===== src/rtl/dtc_vote_pkg.sv =====
// -----------------------------------------------------------------------------
// dtc_vote_pkg
// Shared types and constants for the dtc_vote_* blocks.
//   CLASS_W      width of a class label produced by the tree stage
//   NUM_CLASSES  number of distinct labels (2**CLASS_W)
//   class_t      class label type
//   vote_state_t aggregator control states
// -----------------------------------------------------------------------------
package dtc_vote_pkg;

    localparam int CLASS_W     = 3;
    localparam int NUM_CLASSES = 2 ** CLASS_W;

    typedef logic [CLASS_W-1:0] class_t;

    typedef enum logic [1:0] {
        ACCUM,   // collecting labels of the current window
        REDUCE,  // sequential argmax over the counter bank
        HOLD     // result presented, waiting for the consumer
    } vote_state_t;

endpackage : dtc_vote_pkg


===== src/rtl/dtc_vote_argmax.sv =====
// -----------------------------------------------------------------------------
// dtc_vote_argmax
// Sequential argmax over the per-class vote counters, one class per cycle.
// A start pulse arms a run; the run examines classes 0..NUM_CLASSES-1 in the
// NUM_CLASSES cycles that follow the start edge. done_o is high during the
// last of those cycles, and index_o/best_o then carry the final winner, so
// the parent can register the result on the same edge that ends the run.
// Ties keep the earlier (lower) index because only a strictly greater count
// replaces the current best.
//
// Configuration macro: DTC_VOTE_CONF_EN (adds the best_o port).
//
// Ports
//   clk      in   clock, rising edge
//   rst      in   synchronous active-high reset
//   start_i  in   pulse: begin a new run on this edge
//   cnt_i    in   counter bank, one CNT_W-bit count per class
//   index_o  out  winning class (final value while done_o=1)
//   best_o   out  winning count (final value while done_o=1), DTC_VOTE_CONF_EN only
//   done_o   out  last reduction cycle of a run
// -----------------------------------------------------------------------------
module dtc_vote_argmax
    import dtc_vote_pkg::*;
#(
    parameter int CNT_W = 5
) (
    input  logic                             clk,
    input  logic                             rst,
    input  logic                             start_i,
    input  logic [NUM_CLASSES-1:0][CNT_W-1:0] cnt_i,
    output class_t                           index_o,
`ifdef DTC_VOTE_CONF_EN
    output logic [CNT_W-1:0]                 best_o,
`endif
    output logic                             done_o
);

    logic               busy_q;
    class_t             idx_q;
    class_t             best_idx_q, best_idx_d;
    logic [CNT_W-1:0]   best_cnt_q, best_cnt_d;
    logic               take;

    // Starting from (class 0, count 0) makes the first comparison a no-op
    // that leaves class 0 as the best, which is exactly "start at class 0"
    // while still reading class 0's final count after the last accept.
    always_comb begin
        take       = cnt_i[idx_q] > best_cnt_q;
        best_idx_d = take ? idx_q        : best_idx_q;
        best_cnt_d = take ? cnt_i[idx_q] : best_cnt_q;
    end

    // NOTE: sequential state uses non-blocking assignments only; every
    // register here is small control/datapath state, so all of it is reset.
    always_ff @(posedge clk) begin
        if (rst) begin
            busy_q     <= 1'b0;
            idx_q      <= '0;
            best_idx_q <= '0;
            best_cnt_q <= '0;
        end else if (start_i) begin
            busy_q     <= 1'b1;
            idx_q      <= '0;
            best_idx_q <= '0;
            best_cnt_q <= '0;
        end else if (busy_q) begin
            best_idx_q <= best_idx_d;
            best_cnt_q <= best_cnt_d;
            idx_q      <= idx_q + 1'b1;
            if (idx_q == class_t'(NUM_CLASSES - 1)) begin
                busy_q <= 1'b0;
            end
        end
    end

    assign done_o  = busy_q && (idx_q == class_t'(NUM_CLASSES - 1));
    assign index_o = best_idx_d;
`ifdef DTC_VOTE_CONF_EN
    assign best_o  = best_cnt_d;
`endif

endmodule : dtc_vote_argmax


===== src/rtl/dtc_vote_aggregator.sv =====
// -----------------------------------------------------------------------------
// dtc_vote_aggregator
// Tallies class labels from the decision-tree stage over windows of WIN
// samples and emits the majority class once per window over valid/ready.
// Control: ACCUM (count labels) -> REDUCE (argmax, NUM_CLASSES cycles)
// -> HOLD (present result) -> ACCUM on the output handshake.
//
// Configuration macro: DTC_VOTE_CONF_EN (adds out_conf, the winning count).
//
// Ports
//   clk        in   clock, rising edge
//   rst        in   synchronous active-high reset; drops any partial window
//   in_valid   in   in_class valid this cycle
//   in_ready   out  label accepted this cycle when in_valid is high
//   in_class   in   class label from the tree stage
//   out_valid  out  out_class holds a window result
//   out_ready  in   consumer takes the result
//   out_class  out  majority class of the completed window
//   out_conf   out  vote count of the winner (DTC_VOTE_CONF_EN only)
// -----------------------------------------------------------------------------
module dtc_vote_aggregator
    import dtc_vote_pkg::*;
#(
    parameter  int WIN   = 16,                 // samples per window, 1..255
    localparam int CNT_W = $clog2(WIN + 1)
) (
    input  logic             clk,
    input  logic             rst,
    input  logic             in_valid,
    output logic             in_ready,
    input  class_t           in_class,
    output logic             out_valid,
    input  logic             out_ready,
    output class_t           out_class
`ifdef DTC_VOTE_CONF_EN
    ,
    output logic [CNT_W-1:0] out_conf
`endif
);

    vote_state_t                       state_q;
    logic [NUM_CLASSES-1:0][CNT_W-1:0] cnt_q, cnt_d;
    logic [CNT_W-1:0]                  sample_cnt_q, sample_cnt_d;
    logic                              out_valid_q;
    class_t                            out_class_q;

    logic   accept;
    logic   last_accept;
    logic   handshake;
    class_t am_index;
    logic   am_done;
`ifdef DTC_VOTE_CONF_EN
    logic [CNT_W-1:0] am_best;
    logic [CNT_W-1:0] out_conf_q;
`endif

    assign in_ready    = (state_q == ACCUM);
    assign accept      = in_valid && in_ready;
    assign last_accept = accept && (sample_cnt_q == CNT_W'(WIN - 1));
    assign handshake   = out_valid_q && out_ready;

    // Counter bank. Totals never exceed WIN, so no saturation is needed.
    // NOTE: every variable assigned in always_comb gets a default first so
    // no path can leave it unassigned and infer a latch.
    always_comb begin
        cnt_d        = cnt_q;
        sample_cnt_d = sample_cnt_q;
        if (handshake) begin
            cnt_d        = '0;
            sample_cnt_d = '0;
        end else if (accept) begin
            cnt_d[in_class] = cnt_q[in_class] + CNT_W'(1);
            sample_cnt_d    = sample_cnt_q + CNT_W'(1);
        end
    end

    always_ff @(posedge clk) begin
        if (rst) begin
            cnt_q        <= '0;
            sample_cnt_q <= '0;
        end else begin
            cnt_q        <= cnt_d;
            sample_cnt_q <= sample_cnt_d;
        end
    end

    // The argmax is started by the edge that accepts the last sample, so the
    // counters it reads from the next cycle on already include that sample.
    dtc_vote_argmax #(
        .CNT_W   (CNT_W)
    ) u_argmax (
        .clk     (clk),
        .rst     (rst),
        .start_i (last_accept),
        .cnt_i   (cnt_q),
        .index_o (am_index),
`ifdef DTC_VOTE_CONF_EN
        .best_o  (am_best),
`endif
        .done_o  (am_done)
    );

    // Control FSM with registered result outputs.
    always_ff @(posedge clk) begin
        if (rst) begin
            state_q     <= ACCUM;
            out_valid_q <= 1'b0;
            out_class_q <= '0;
`ifdef DTC_VOTE_CONF_EN
            out_conf_q  <= '0;
`endif
        end else begin
            case (state_q)
                ACCUM: begin
                    if (last_accept) begin
                        state_q <= REDUCE;
                    end
                end
                REDUCE: begin
                    if (am_done) begin
                        state_q     <= HOLD;
                        out_valid_q <= 1'b1;
                        out_class_q <= am_index;
`ifdef DTC_VOTE_CONF_EN
                        out_conf_q  <= am_best;
`endif
                    end
                end
                HOLD: begin
                    // out_class is left as-is; it is only meaningful with out_valid.
                    if (out_ready) begin
                        state_q     <= ACCUM;
                        out_valid_q <= 1'b0;
                    end
                end
                default: begin
                    state_q     <= ACCUM;
                    out_valid_q <= 1'b0;
                end
            endcase
        end
    end

    assign out_valid = out_valid_q;
    assign out_class = out_class_q;
`ifdef DTC_VOTE_CONF_EN
    assign out_conf  = out_conf_q;
`endif

endmodule : dtc_vote_aggregator

===== config.mk =====
export PLATFORM = sky130hd
export DESIGN_NAME = dtc_vote_aggregator
export DESIGN_NICKNAME = d
export VERILOG_FILES = /design/src/rtl/dtc_vote_pkg.sv /design/src/rtl/dtc_vote_argmax.sv /design/src/rtl/dtc_vote_aggregator.sv
export SDC_FILE = /design/constraint.sdc
export NUM_CORES = 1
export LEC_CHECK = 0
export BUFFER_PORTS_ARGS = -buffer_cell sky130_fd_sc_hd__buf_4
export CORE_ASPECT_RATIO = 0.7
export CORE_MARGIN = 2
export CORE_UTILIZATION = 65
export CTS_CLUSTER_DIAMETER = 100
export DETAILED_ROUTE_END_ITERATION = 16
export PLACE_DENSITY = 0.87
export SYNTH_ARGS = -nofsm -noshare
export SYNTH_HDL_FRONTEND = slang
export SYNTH_SLANG_ARGS = --single-unit

===== constraint.sdc =====
create_clock -name clk -period 9.41 [get_ports clk]
set_clock_uncertainty 0.15 [all_clocks]
set_input_delay 0.4705 -clock clk [delete_from_list [all_inputs] [get_ports clk]]
set_output_delay 0.4705 -clock clk [all_outputs]
set_load 0.05 [all_outputs]

== Word level (Yosys, flattened, before mapping) ==
Index checks and enable logic that the tools add are counted.

* Register bits: 63
* Input bits: 7
* Output and inout port bits: 5
* Word-level logic and storage cells: 61

* Add/subtract/negate cells: 3
* $lt $le $gt $ge: 4
* Eq/ne operators: 7
* Mux-type cells: 18
* Bitwise gates (word level): 1
* Reductions and logical operators: 12

{| class="wikitable"
|+ Operators with widths
! kind !! count
|-
| 40-bit bitwise mux || 1
|-
| 5-bit binary-select mux with 3-bit select || 2
|-
| 5-bit demux with 3-bit select || 1
|-
| 5-bit two-way mux || 3
|-
| 5-bit by 1-bit adder with 5-bit output (second input constant) || 2
|-
| 3-bit by 4-bit less-than comparator with 1-bit output (second input constant) || 2
|-
| 2-bit two-way mux || 3
|-
| 2-bit case mux with 3 select lines || 1
|-
| 3-bit AND reduction || 2
|-
| 5-bit by 4-bit equality test with 1-bit output (second input constant) || 1
|-
| 5-bit > comparator || 1
|-
| 1-bit logical AND || 5
|-
| 1-bit two-way mux || 5
|-
| 2-bit inequality test (second input constant) || 2
|-
| 2-bit AND reduction || 2
|-
| 2-bit OR reduction || 2
|-
| 3-bit by 1-bit adder with 3-bit output (second input constant) || 1
|-
| 3-bit equality test (second input constant) || 1
|-
| 3-bit by 1-bit greater-or-equal comparator with 1-bit output (second input constant) || 1
|-
| 3-bit two-way mux || 1
|-
| 1-bit case mux with 3 select lines || 1
|-
| 2-bit by 1-bit equality test with 1-bit output (second input constant) || 1
|-
| 2-bit equality test (second input constant) || 1
|-
| 2-bit logical NOT || 1
|-
| other kinds (2) || 2
|}

== Logic depth before layout (Yosys ltp) ==
Gate-level depths: netlist of run 1.

* Word-level depth: 5
* Gate-level depth with buffers: 10
* Gate-level depth less buffers: 8

== Modules after synthesis ==
From an unflattened synthesis of run 1, not the netlist that was laid out.

* Cells, all modules: 380
* Area total of the unflattened synthesis: 3525.9 µm²

{| class="wikitable"
|+ Modules (own cells, without submodules)
! module !! times used !! cells each !! area an instance (µm²) !! seq. area each (µm²)
|-
| dtc_vote_aggregator || 1 || 287 || 2543.7 || 1021.0
|-
| dtc_vote_argmax || 1 || 93 || 982.2 || 240.2
|}

== Least setup slack after synthesis of run 1 ==
No wires, ideal clock.

* Kind: register to register
* Start point: register u_argmax.idx_q[0]
* End point: register u_argmax.best_cnt_q[0]
* Library setup time: 86 ps
* Data arrival time: 3085 ps
* Data required time: 9174 ps
* Setup slack: 6089 ps
* Stages on the path, launching flop included: 11
* Buffers on the path: 2
* Period minus slack after synthesis: 3321 ps
* Path through: dfxtp_1 buf_2 mux4_2 mux2_2 ha_1 a21o_1 a21o_1 a211o_1 and3_1 clkbuf_1 a211oi_1

* Cells in the longest elaborated chain, start to end: 4

{| class="wikitable"
|+ Ends and longest elaborated chain
! element !! RTL line !! source
|-
| from (decl) || dtc_vote_argmax.sv:39 || <nowiki>class_t idx_q;</nowiki>
|-
| from (signal assigned) || dtc_vote_argmax.sv:69 || <nowiki>idx_q <= idx_q + 1'b1;</nowiki>
|-
| 5-bit binary-select mux with 3-bit select (*) || dtc_vote_argmax.sv:48, dtc_vote_argmax.sv:50 ||
|-
| 5-bit two-way mux (implied by the code) (*) || dtc_vote_argmax.sv:48, dtc_vote_argmax.sv:50 ||
|-
| 5-bit > comparator || dtc_vote_argmax.sv:48 || <nowiki>take = cnt_i[idx_q] > best_cnt_q;</nowiki>
|-
| 2-bit AND reduction (no line) || - ||
|-
| to (signal assigned) || dtc_vote_argmax.sv:68 || <nowiki>best_cnt_q <= best_cnt_d;</nowiki>
|-
| to (decl) || dtc_vote_argmax.sv:41 || <nowiki>logic [CNT_W-1:0] best_cnt_q, best_cnt_d;</nowiki>
|}

Every way passes the cells marked *; elsewhere a longest branch is shown, timed or not. The select of a mux whose other input is x is not followed.
A chain may end at the register's enable or synchronous reset.

== Worst setup path in the final report of run 1 ==
Ends and elaborated chain as after synthesis.

==> results of run 1 <==
-- logic make-up after synthesis --
| kind of cell | count (synthesis) | synth area share |
|---|---|---|
| mux | 52 | 0.208 |
| compound gates | 70 | 0.134 |
| xor+xnor | 5 | 0.0145 |
| buf+inv | 31 | 0.0539 |
| fa+ha+maj | 10 | 0.0354 |
| simple gates | 145 | 0.197 |
| flops | 63 | 0.357 |
-- synthesized netlist by cell type, types with 10 or more instances --
cell and n:
a21oi_1 20, clkbuf_1 12, dfxtp_1 63, ha_1 10, mux2i_1 28, mux4_2 11
nand2_1 38, nand3_1 22, nor2_1 41, nor3_1 10, o21ai_0 13
-- placed cells by master, fill, tap and decap left out, types with 2 or more instances in the layout --
| cell | Yosys | routed |
|---|---|---|
| dfxtp_1 | 63 | 63 |
| nor2_1 | 41 | 41 |
| nand2_1 | 38 | 38 |
| mux2i_1 | 28 | 28 |
| nand3_1 | 22 | 22 |
| a21oi_1 | 20 | 20 |
| o21ai_0 | 13 | 13 |
| buf_4 | 1 | 13 |
| mux4_2 | 11 | 11 |
| nor3_1 | 10 | 10 |
| ha_1 | 10 | 10 |
| clkbuf_8 | 3 | 10 |
| mux2_2 | 8 | 8 |
| o31ai_1 | 8 | 8 |
| or3_1 | 8 | 8 |
| o211ai_1 | 8 | 8 |
| inv_1 | 7 | 7 |
| nand4_1 | 6 | 6 |
| nand3_2 | 4 | 4 |
| mux4_1 | 3 | 3 |
| o22ai_1 | 3 | 3 |
| a21o_1 | 3 | 3 |
| a211oi_1 | 3 | 3 |
| nand2_2 | 3 | 3 |
| nor2b_1 | 3 | 3 |
| a311oi_1 | 3 | 3 |
| nand2b_1 | 2 | 2 |
| and3_1 | 2 | 2 |
| xor2_1 | 2 | 2 |
| xnor2_1 | 2 | 2 |
| bufinv_16 | 0 | 2 |
| clkinv_2 | 0 | 2 |
-- sequential cells by signal, indices dropped and copies added (netlist names) --
signal and cells:
sample_cnt_q 5, cnt_q 40, u_argmax.best_idx_q 3, out_class 3, u_argmax.best_cnt_q 5, u_argmax.busy_q 1
state_q 2, out_valid 1, u_argmax.idx_q 3
-- power by group --
group / total (W) / switching (W) / leakage [nW] / internal, W
logic: 0.0000388 / 0.0000258 / 0.776 / 0.0000129
registers: 0.000272 / 0.00000212 / 0.508 / 0.000270
clock network: 0.000256 / 0.000102 / 0.109 / 0.000154
-- final timing paths --
| kind | from | to | slack (ns) | cells past startpoint |
|---|---|---|---|---|
| worst max-delay path | u_argmax.idx_q[0] | u_argmax.best_cnt_q[0] | 5.81 | 8 |
| worst min-delay path | rst | out_class[2] | 0.22 | 2 |
| worst max register to register | u_argmax.idx_q[0] | u_argmax.best_cnt_q[0] | 5.81 | 8 |
| worst min register to register | u_argmax.best_cnt_q[4] | u_argmax.best_cnt_q[4] | 0.31 | 2 |
-- per-layer routing --
layer  part of all wire  vias up
met4              0.020        0
met2               0.43      120
met5                  0        -
met3              0.099       21
met1               0.45     1318
li1                   -     1377
-- final cells by class --
type                            instances  area (um^2)
Sequential cell                        63         1260
Tap cell                               72         90.1
Clock inverter                          4         70.1
Multi-Input combinational cell        282         2080
Fill cell                             391         1460
Inverter                                7         26.3
Timing Repair Buffer                   13         97.6
Clock buffer                           11          141
-- through the flow --
step	worst slack [ns]	std cells	hold slack (ns)	power (W)
2_1_floorplan	6.09	376	0.281	0.000308
3_3_place_gp	5.93	437	0.293	0.000314
3_5_place_dp	5.82	437	0.300	0.000316
4_1_cts	5.81	452	0.201	0.000571
5_1_grt	5.62	452	0.217	0.000585
6_report	5.81	452	0.217	0.000567
==> qor.yml, run 1 <==
placement.io_buffers: 11
post-route-drc-count: 0
clk_path_buf_depth: 2
groute.layer.met3.usage: 0.108
share_of_post_route_cells_with_drive_strength_above_1: 0.166
numClockSinks: 63
timing.critical_path.mode_cell: "a21o_1"
area_growth_pct: 6.84
setup_repair_after_global_routing_missed_its_margin: "no"
post_cts_buffers: 0
dieWidth_um: 92.1
syn_avg_cell_area_um2: 9.39
synth.yosys.seq_area_share: 0.357
cts_tree: "done"
route.final.wire_length_um: 8050
worstMarginPinSlew_ns: 1.15
maxSlewViolCount: 0
post_dp_cell_area_um2: 3560
routed_via_density: 6.27
drt_wl_cell_um: 17.8
finalHoldViolations: 0
grt_antenna_before_repair: 0
crit_path_cell_trace: "mux4_2 -> mux2_2 -> ha_1 -> a21o_1 -> a21o_1 -> a211o_1 -> and3_1 -> a211oi_1"
syn_area_um2: 3530
clock_tree.htree_level_count: 3
cts.root.buffer_cell: "clkbuf_8"
criticalPathCategory: "reg -> reg"
yosysWarnings: 0
grt-ovfl-total: 0
power.ir.vdd_worst_uv: 120
synth.lib_cells_used.distinct: 52
timing.setup.tns_ns: 0
synth.largest_area_cell: "dfxtp_1"
chipHeight_um: 65.7
p_leak_nw: 1.39
first_global_vias: 2720
detailedPlacementHpwl_um: 5490
top_level_ports: 12
detail_route.iter0.violations: 267
async_flop_share: 0
clkSlewWorstSetupHoldPaths_ns: 0.07
numCtsBuffers: 9
total_vias_in_the_final_route: 2836
synth_fp_nets: 393
worst_hold_path_type: "in -> reg"
row_count: 22
met1_layer_usage_reported_by_global_route: 0.380
n_antenna_cell: 0
place.gp.congestion: 0.887
endpoint_kind: "flip-flop"
critical_path.n_buffers_inverters: 0
worstPathRequired_ns: 9.52
crit_path_max_incr_delay_ns: 0.85
grt_max_degree: 51
synth_cells: 376
design.core.area_um2: 5230
design.final.nets: 393
globalRouteTotalUtil: 0.292
synth_edf_count: 0
gr_busiest_metal: "met2"
critPathMaxFanout: 14
timing.fmax_mhz: 278
outcome: "finished clean"
design_area_final_um2: 3770
drt.antenna.violating_nets: 0
ys_ff_latch: 63
drv.max_cap_violation_count: 0
drt_pre_antenna_iters: 5
design.die.area_um2: 6050
power-per-cell-area_nw_per_um2: 150
post-route-period-util: 0.382
clock_insertion_delay_worst_skew_ns: 0.35
setup_violations: 0
post_cts_resized: 0
critPathArrivalTime_ns: 3.71
initial_utilization: 0.675
crit_path_top_delay_cell: "dfxtp_1"
grt.met2_usage: 0.447
core_utilization_of_the_finished_layout: 0.721
slew_headroom: 0.229
setup.worst_path.start_class: "flip-flop"
period_minus_slack_ns: 3.60
synth_flop_cell: "dfxtp_1"
critPathTopFamily: "compound AO/OA/AOI/OAI gates"
yosys.area.top_type_share: 0.357
synth_top_area_cells: "dfxtp_1, mux2i_1, mux4_2, nor2_1, nand2_1"
cts-hold-fix-buffers: 0
grt_first_pass_wirelength_um: 13200
Note: power is estimated with default switching activity, not from simulation.
==> run 2: changes to the inputs <==
--- a/config.mk
+++ b/config.mk
@@ -8,10 +8,10 @@
 export BUFFER_PORTS_ARGS = -buffer_cell sky130_fd_sc_hd__buf_4
 export CORE_ASPECT_RATIO = 0.7
 export CORE_MARGIN = 2
-export CORE_UTILIZATION = 65
+export CORE_UTILIZATION = 56
 export CTS_CLUSTER_DIAMETER = 100
 export DETAILED_ROUTE_END_ITERATION = 16
-export PLACE_DENSITY = 0.87
+export PLACE_DENSITY = 0.8
 export SYNTH_ARGS = -nofsm -noshare
 export SYNTH_HDL_FRONTEND = slang
 export SYNTH_SLANG_ARGS = --single-unit
==> constraint.sdc (replaced) <==
create_clock -name clk -period 2.9 [get_ports clk]
set_clock_uncertainty 0.15 [all_clocks]
set_input_delay 0.145 -clock clk [delete_from_list [all_inputs] [get_ports clk]]
set_output_delay 0.145 -clock clk [all_outputs]
set_load 0.05 [all_outputs]
==> qor.yml, run 2 (synthesis results as in run 1) <==
initial_utilization: 0.573  # -0.102
hold_depth: 4  # +2
area_used_by_multi_input_combinational_logic_um2: 2160  # +3.5%
slew_headroom: 0.445  # +0.216
critPathArrivalTime_ns: 3.00  # -0.71 ns
criticalPathCategory: "reg -> reg"
layout_setup_ws_ns: 0.0136  # -5.80 ns
globalRouteTotalUtil: 0.271  # -0.0206
post-route-period-util: 0.995  # +0.613
top_level_ports: 12  # unchanged
post_dp_cell_area_um2: 3670  # +3.2%
worst_hold_path_type: "in -> reg"
grt_max_degree: 30  # -41%
critPathMaxFanout: 8  # -6
power-per-cell-area_nw_per_um2: 482  # +220%
outcome: "finished clean"
cts_tree: "done"
design.die.area_um2: 6960  # +15%
drt.antenna.violating_nets: 0  # unchanged
route.final.wire_length_um: 9060  # +13%
grt_antenna_before_repair: 0  # unchanged
hold_path.startpoint: "out_ready"
largest-register: "cnt_q"
total_vias_in_the_final_route: 3035  # +7.0%
maxSlewViolCount: 0  # unchanged
detailedPlacementHpwl_um: 6030  # +9.8%
placement.io_buffers: 11  # unchanged
clkSlewWorstSetupHoldPaths_ns: 0.07  # about the same
final_common_cell: "dfxtp_1"
drt_wl_cell_um: 19.1  # +7.3%
place.gp.congestion: 0.866  # -2.4%
chipHeight_um: 70.4  # +7.3%
design.final.nets: 408  # +3.8%
dieWidth_um: 98.9  # +7.4%
design.core.area_um2: 6160  # +18%
timing.fmax_mhz: 346  # +25%
worstReg2RegEnd: "u_argmax.best_cnt_q[3]"
preCtsSetupSlack_ns: -0.0566  # -5.88 ns
clock_tree.htree_level_count: 3  # unchanged
numClockSinks: 63  # unchanged
clock_insertion_delay_worst_skew_ns: 0.35  # about the same
clk_path_buf_depth: 2  # unchanged
numCtsBuffers: 9  # unchanged
n_antenna_cell: 0  # unchanged
power.ir.vdd_worst_uv: 413  # +240%
drt_pre_antenna_iters: 5  # unchanged
launch_point_of_the_worst_reg_to_reg_path: "u_argmax.idx_q[0]"
area_growth_pct: 13.8
layout.area.seq_um2: 1260  # +0.30%
rrSetupSlack_ns: 0.01  # -5.80 ns
endpoint_kind: "flip-flop"
grt-ovfl-total: 0  # unchanged
worstMarginPinSlew_ns: 0.824  # -0.330 ns
first_global_vias: 2886  # +6.1%
grt_first_pass_wirelength_um: 14700  # +11%
post-route-drc-count: 0  # unchanged
fin_hold_ws_ns: 0.00747  # -0.210 ns
largestRegisters: "cnt_q (40), sample_cnt_q (5), u_argmax.best_cnt_q (5)"
ff2ff_path_depth: 9  # +1
setup_repair_after_global_routing_missed_its_margin: "yes"
worstPathRequired_ns: 3.01  # -6.51 ns
row_count: 24  # +9.1%
final_cell_mix: "dfxtp_1, nor2_1, nand2_1, mux2i_1, buf_4"
p_leak_nw: 1.50  # +7.3%
drv.max_cap_violation_count: 0  # unchanged
design_area_final_um2: 4020  # +6.5%
finalHoldViolations: 0  # unchanged
setup_violations: 0  # unchanged
setup.worst_path.start_class: "flip-flop"
period_minus_slack_ns: 2.89  # -0.709 ns
cts.root.buffer_cell: "clkbuf_8"
min_delay_worst_endpoint: "state_q[1]"
share_of_post_route_cells_with_drive_strength_above_1: 0.225  # +0.0590
detail_route.iter0.violations: 253  # -5.2%
final.fill_count: 452  # +16%
largest_register_ff_count: 40  # unchanged
routed_via_density: 6.40  # +2.0%
==> run 2: cell count changes in the layout (fill, tap and decap cells not counted), moves of 2 or more <==
cell,delta
buf_4,+12
mux2_2,-4
mux2_4,+4
a211oi_1,-2
a211oi_2,+2
clkbuf_8,+2
clkinv_2,-2
ha_1,-2
ha_4,+2
==> run 2: where the power goes <==
part           internal (W)  switching, W  total, W
combinational     0.0000465     0.0000884  0.000135
sequential         0.000873    0.00000783  0.000881
clock              0.000556      0.000366  0.000922
total               0.00148      0.000462   0.00194
==> run 2: timing repair <==
| action | CTS | global route |
|---|---|---|
| setup buffers | 0 | 3 |
| hold buffers | 1 | 0 |
| hold endpoints to repair | 7 | 0 |
| endpoints found under the setup margin | 11 | 11 |
| pin swaps | 0 | 7 |
| gates cloned | 0 | 0 |
| resized for setup | 3 | 11 |
==> run 2: critical path: stages, from the launching register on <==
cell and delay [ns]:
dfxtp_4 0.38, buf_12 0.12, mux4_2 0.49, mux2_4 0.32, ha_4 0.30, nand4_1 0.13, nor2_2 0.22, a211o_1 0.15
and3_4 0.29, mux2i_1 0.27
==> run 2: per-stage QoR <==
stage / utilization / instances / total power (W) / setup TNS (ns)
6_report: 0.653 / 474 / 0.00194 / 0
3_5_place_dp: 0.597 / 454 / 0.00103 / -0.240
3_3_place_gp: 0.597 / 454 / 0.00102 / 0
2_1_floorplan: - / 376 / 0.00100 / 0
5_1_grt: 0.653 / 474 / 0.00198 / -1.02
4_1_cts: 0.639 / 471 / 0.00193 / 0
==> run 2: layout make-up <==
cell class | count | area share
clock buffers | 12 | 0.0411
well taps | 78 | 0.0243
inverters | 7 | 0.00654
flip-flops and latches | 63 | 0.315
clock inverters | 4 | 0.0190
multi-input cells | 282 | 0.537
repair buffers | 28 | 0.0570
==> run 2: how the worst max path moves through the flow <==
stage	startpoint	to	slack, ns
floorplan	u_argmax.idx_q[0]	u_argmax.best_cnt_q[0]	0.02
global placement	u_argmax.idx_q[0]	u_argmax.best_cnt_q[0]	0.06
detailed placement	u_argmax.idx_q[0]	u_argmax.best_cnt_q[1]	-0.06
CTS	u_argmax.idx_q[0]	out_class[1]	0.06
global route	u_argmax.idx_q[0]	u_argmax.best_cnt_q[3]	-0.18
finish	u_argmax.idx_q[0]	u_argmax.best_cnt_q[3]	0.01
==> run 2: per-layer routing <==
metal  wire length [um]  share of wire  global-route usage
met1               4010           0.44               0.383
met2               4040           0.45               0.391
met3                753          0.083              0.0741
met4                252          0.028               0.116
met5                  0              0                   0
==> run 3: changes to the inputs <==
--- a/config.mk
+++ b/config.mk
@@ -8,10 +8,10 @@
 export BUFFER_PORTS_ARGS = -buffer_cell sky130_fd_sc_hd__buf_4
 export CORE_ASPECT_RATIO = 0.7
 export CORE_MARGIN = 2
-export CORE_UTILIZATION = 56
+export CORE_UTILIZATION = 62
 export CTS_CLUSTER_DIAMETER = 100
 export DETAILED_ROUTE_END_ITERATION = 16
-export PLACE_DENSITY = 0.8
+export PLACE_DENSITY = 0.84
 export SYNTH_ARGS = -nofsm -noshare
 export SYNTH_HDL_FRONTEND = slang
 export SYNTH_SLANG_ARGS = --single-unit
==> constraint.sdc (replaced) <==
create_clock -name clk -period 3.1 [get_ports clk]
set_clock_uncertainty 0.15 [all_clocks]
set_input_delay 0.155 -clock clk [delete_from_list [all_inputs] [get_ports clk]]
set_output_delay 0.155 -clock clk [all_outputs]
set_load 0.05 [all_outputs]
==> qor.yml, run 3 (synthesis results as in run 1) <==
design.final.nets: 404  # -0.98%
setup.worst_path.start_class: "flip-flop"
grt_max_degree: 51  # +70%
drt_pre_antenna_iters: 5  # unchanged
rrSetupSlack_ns: 0.14  # +0.13 ns
clkSlewWorstSetupHoldPaths_ns: 0.07  # about the same
total_vias_in_the_final_route: 3006  # -0.96%
route.final.wire_length_um: 8730  # -3.6%
finalHoldViolations: 0  # unchanged
critical_path.n_buffers_inverters: 0  # -1
share_of_post_route_cells_with_drive_strength_above_1: 0.199  # -0.0258
detailedPlacementHpwl_um: 6040  # +0.16%
outcome: "finished clean"
timing.fmax_mhz: 338  # -2.5%
routed.top_layer: "met4"
critPathMaxFanout: 8  # unchanged
grt_antenna_before_repair: 0  # unchanged
power.ir.vdd_worst_uv: 340  # -18%
slew_headroom: 0.338  # -0.107
power_report.internal_total_w: 0.00134  # -9.2%
setup_violations: 0  # unchanged
clock_power_share: 0.457  # -0.019
hold_path.startpoint: "out_ready"
criticalPathCategory: "reg -> reg"
endpoint_kind: "flip-flop"
drv.max_cap_violation_count: 0  # unchanged
top_level_ports: 12  # unchanged
seq_power_share: 0.472  # +0.017
largest_register_ff_count: 40  # unchanged
drt.antenna.violating_nets: 0  # unchanged
hold_depth: 4  # unchanged
globalRouteTotalUtil: 0.302  # +0.0308
initial_utilization: 0.658  # +0.0842
design.core.area_um2: 5370  # -13%
layout.area.seq_um2: 1260  # unchanged
grt-ovfl-total: 0  # unchanged
routed_via_density: 6.48  # +1.2%
crit_path_max_incr_delay_ns: 0.50  # about the same
critPathTopFamily: "compound AO/OA/AOI/OAI gates"
numClockSinks: 63  # unchanged
worst_hold_path_type: "in -> reg"
row_count: 22  # -8.3%
critPathArrivalTime_ns: 3.07  # +0.07 ns
cts.root.buffer_cell: "clkbuf_8"
preCtsSetupSlack_ns: 0.0850  # +0.142 ns
clock_insertion_delay_worst_skew_ns: 0.34  # about the same
numCtsBuffers: 9  # unchanged
clk_path_buf_depth: 2  # unchanged
min_delay_worst_endpoint: "state_q[1]"
launch_point_of_the_worst_reg_to_reg_path: "u_argmax.idx_q[0]"
drt_wl_cell_um: 18.8  # -1.6%
largestRegisters: "cnt_q (40), sample_cnt_q (5), u_argmax.best_cnt_q (5)"
maxSlewViolCount: 0  # unchanged
ff2ff_path_depth: 8  # -1
crit_path_top_delay_cell: "mux4_2"
placement.io_buffers: 11  # unchanged
layout_setup_ws_ns: 0.141  # +0.127 ns
n_antenna_cell: 0  # unchanged
timing.critical_path.mode_cell: "a21o_1"
setup_repair_after_global_routing_missed_its_margin: "no"
wl_met2_um: 4010  # -0.94%
worstReg2RegEnd: "u_argmax.best_cnt_q[0]"
switching_share: 0.232  # -0.00622
detailroute.wirelength.met3_um: 802  # +6.5%
final_cell_mix: "dfxtp_1, nor2_1, nand2_1, mux2i_1"
grt_first_pass_wirelength_um: 14400  # -2.2%
worstPathRequired_ns: 3.21  # +0.20 ns
design.die.area_um2: 6320  # -9.2%
first_global_vias: 2938  # +1.8%
worstMarginPinSlew_ns: 0.983  # +0.159 ns
p_leak_nw: 1.46  # -2.4%
power-per-cell-area_nw_per_um2: 449  # -6.9%
place.gp.congestion: 0.951  # +9.8%
total_switching_power_w: 0.000405  # -12%
chipHeight_um: 67.1  # -4.7%
period_minus_slack_ns: 2.96  # +0.0731 ns
timing.setup.tns_ns: 0  # unchanged
post-route-period-util: 0.955  # -0.0406
core_utilization_of_the_finished_layout: 0.724  # +0.0714
area_growth_pct: 10.1
detail_route.iter0.violations: 278  # +9.9%
area_used_by_multi_input_combinational_logic_um2: 2090  # -3.1%
dieWidth_um: 94.2  # -4.8%
crit_path_cell_trace: "mux4_2 -> mux2_2 -> ha_1 -> a21o_1 -> a21o_1 -> a211o_1 -> and3_2 -> a211oi_1"
clock_tree.htree_level_count: 3  # unchanged
post-route-drc-count: 0  # unchanged
final.fill_count: 411  # -9.1%
wl_met1_um: 3730  # -7.0%
comb_power_share: 0.070  # about the same
final_common_cell: "dfxtp_1"
largest-register: "cnt_q"
cts_tree: "done"
==> run 3: layout make-up <==
class                      instances  share of cell area
clock inverter                     2             0.00901
multi-input combinational        282               0.538
tap                               72              0.0232
timing repair buffer              24              0.0480
inverter                           7             0.00676
sequential                        63               0.325
clock buffer                      14              0.0496
==> run 3: through the flow <==
step	instances	power, W	hold slack (ns)	cell area (um^2)
2_1_floorplan	376	0.000936	0.236	3540
3_3_place_gp	447	0.000957	0.255	3640
3_5_place_dp	447	0.000962	0.269	3640
4_1_cts	464	0.00175	0.0216	3870
5_1_grt	464	0.00180	0.0702	3890
6_report	464	0.00175	0.0434	3890
==> run 3: worst max path at each step <==
stage | endpoint | depth (start not counted) | start
2_1_floorplan | u_argmax.best_cnt_q[0] | 10 | u_argmax.idx_q[0]
3_3_place_gp | u_argmax.best_cnt_q[0] | 8 | u_argmax.idx_q[0]
3_5_place_dp | u_argmax.best_cnt_q[2] | 9 | u_argmax.idx_q[0]
4_1_cts | u_argmax.best_cnt_q[2] | 9 | u_argmax.idx_q[0]
5_1_grt | u_argmax.best_cnt_q[0] | 8 | u_argmax.idx_q[0]
6_report | u_argmax.best_cnt_q[0] | 8 | u_argmax.idx_q[0]
==> run 3: worst register-to-register path, delay by kind of cell (launching register included) <==
family | cells | cell delay, ns
mux | 2 | 0.80
fa+ha+maj | 1 | 0.31
simple gates | 1 | 0.29
compound gates | 4 | 0.94
flops | 1 | 0.40
==> run 3: power by group through the flow <==
stage	Combinational [W]	Sequential, W	Clock [W]
2_1_floorplan	0.0000954	0.000841	0
3_3_place_gp	0.000115	0.000843	0
5_1_grt	0.000133	0.000825	0.000841
6_report	0.000123	0.000824	0.000798
4_1_cts	0.000120	0.000825	0.000802
3_5_place_dp	0.000118	0.000843	0
==> run 3: timing repair <==
item	4_1_cts	5_1_grt
setup buffers	0	0
hold buffers	1	0
resized for setup	0	4
hold endpoints to repair	7	0
endpoints found under the setup margin	0	9
==> run 3: routing by layer <==
metal / global-route usage / vias up
li1: - / 1396
met1: 0.395 / 1438
met2: 0.490 / 150
met3: 0.0701 / 22
met4: 0.120 / 0
met5: 0 / -
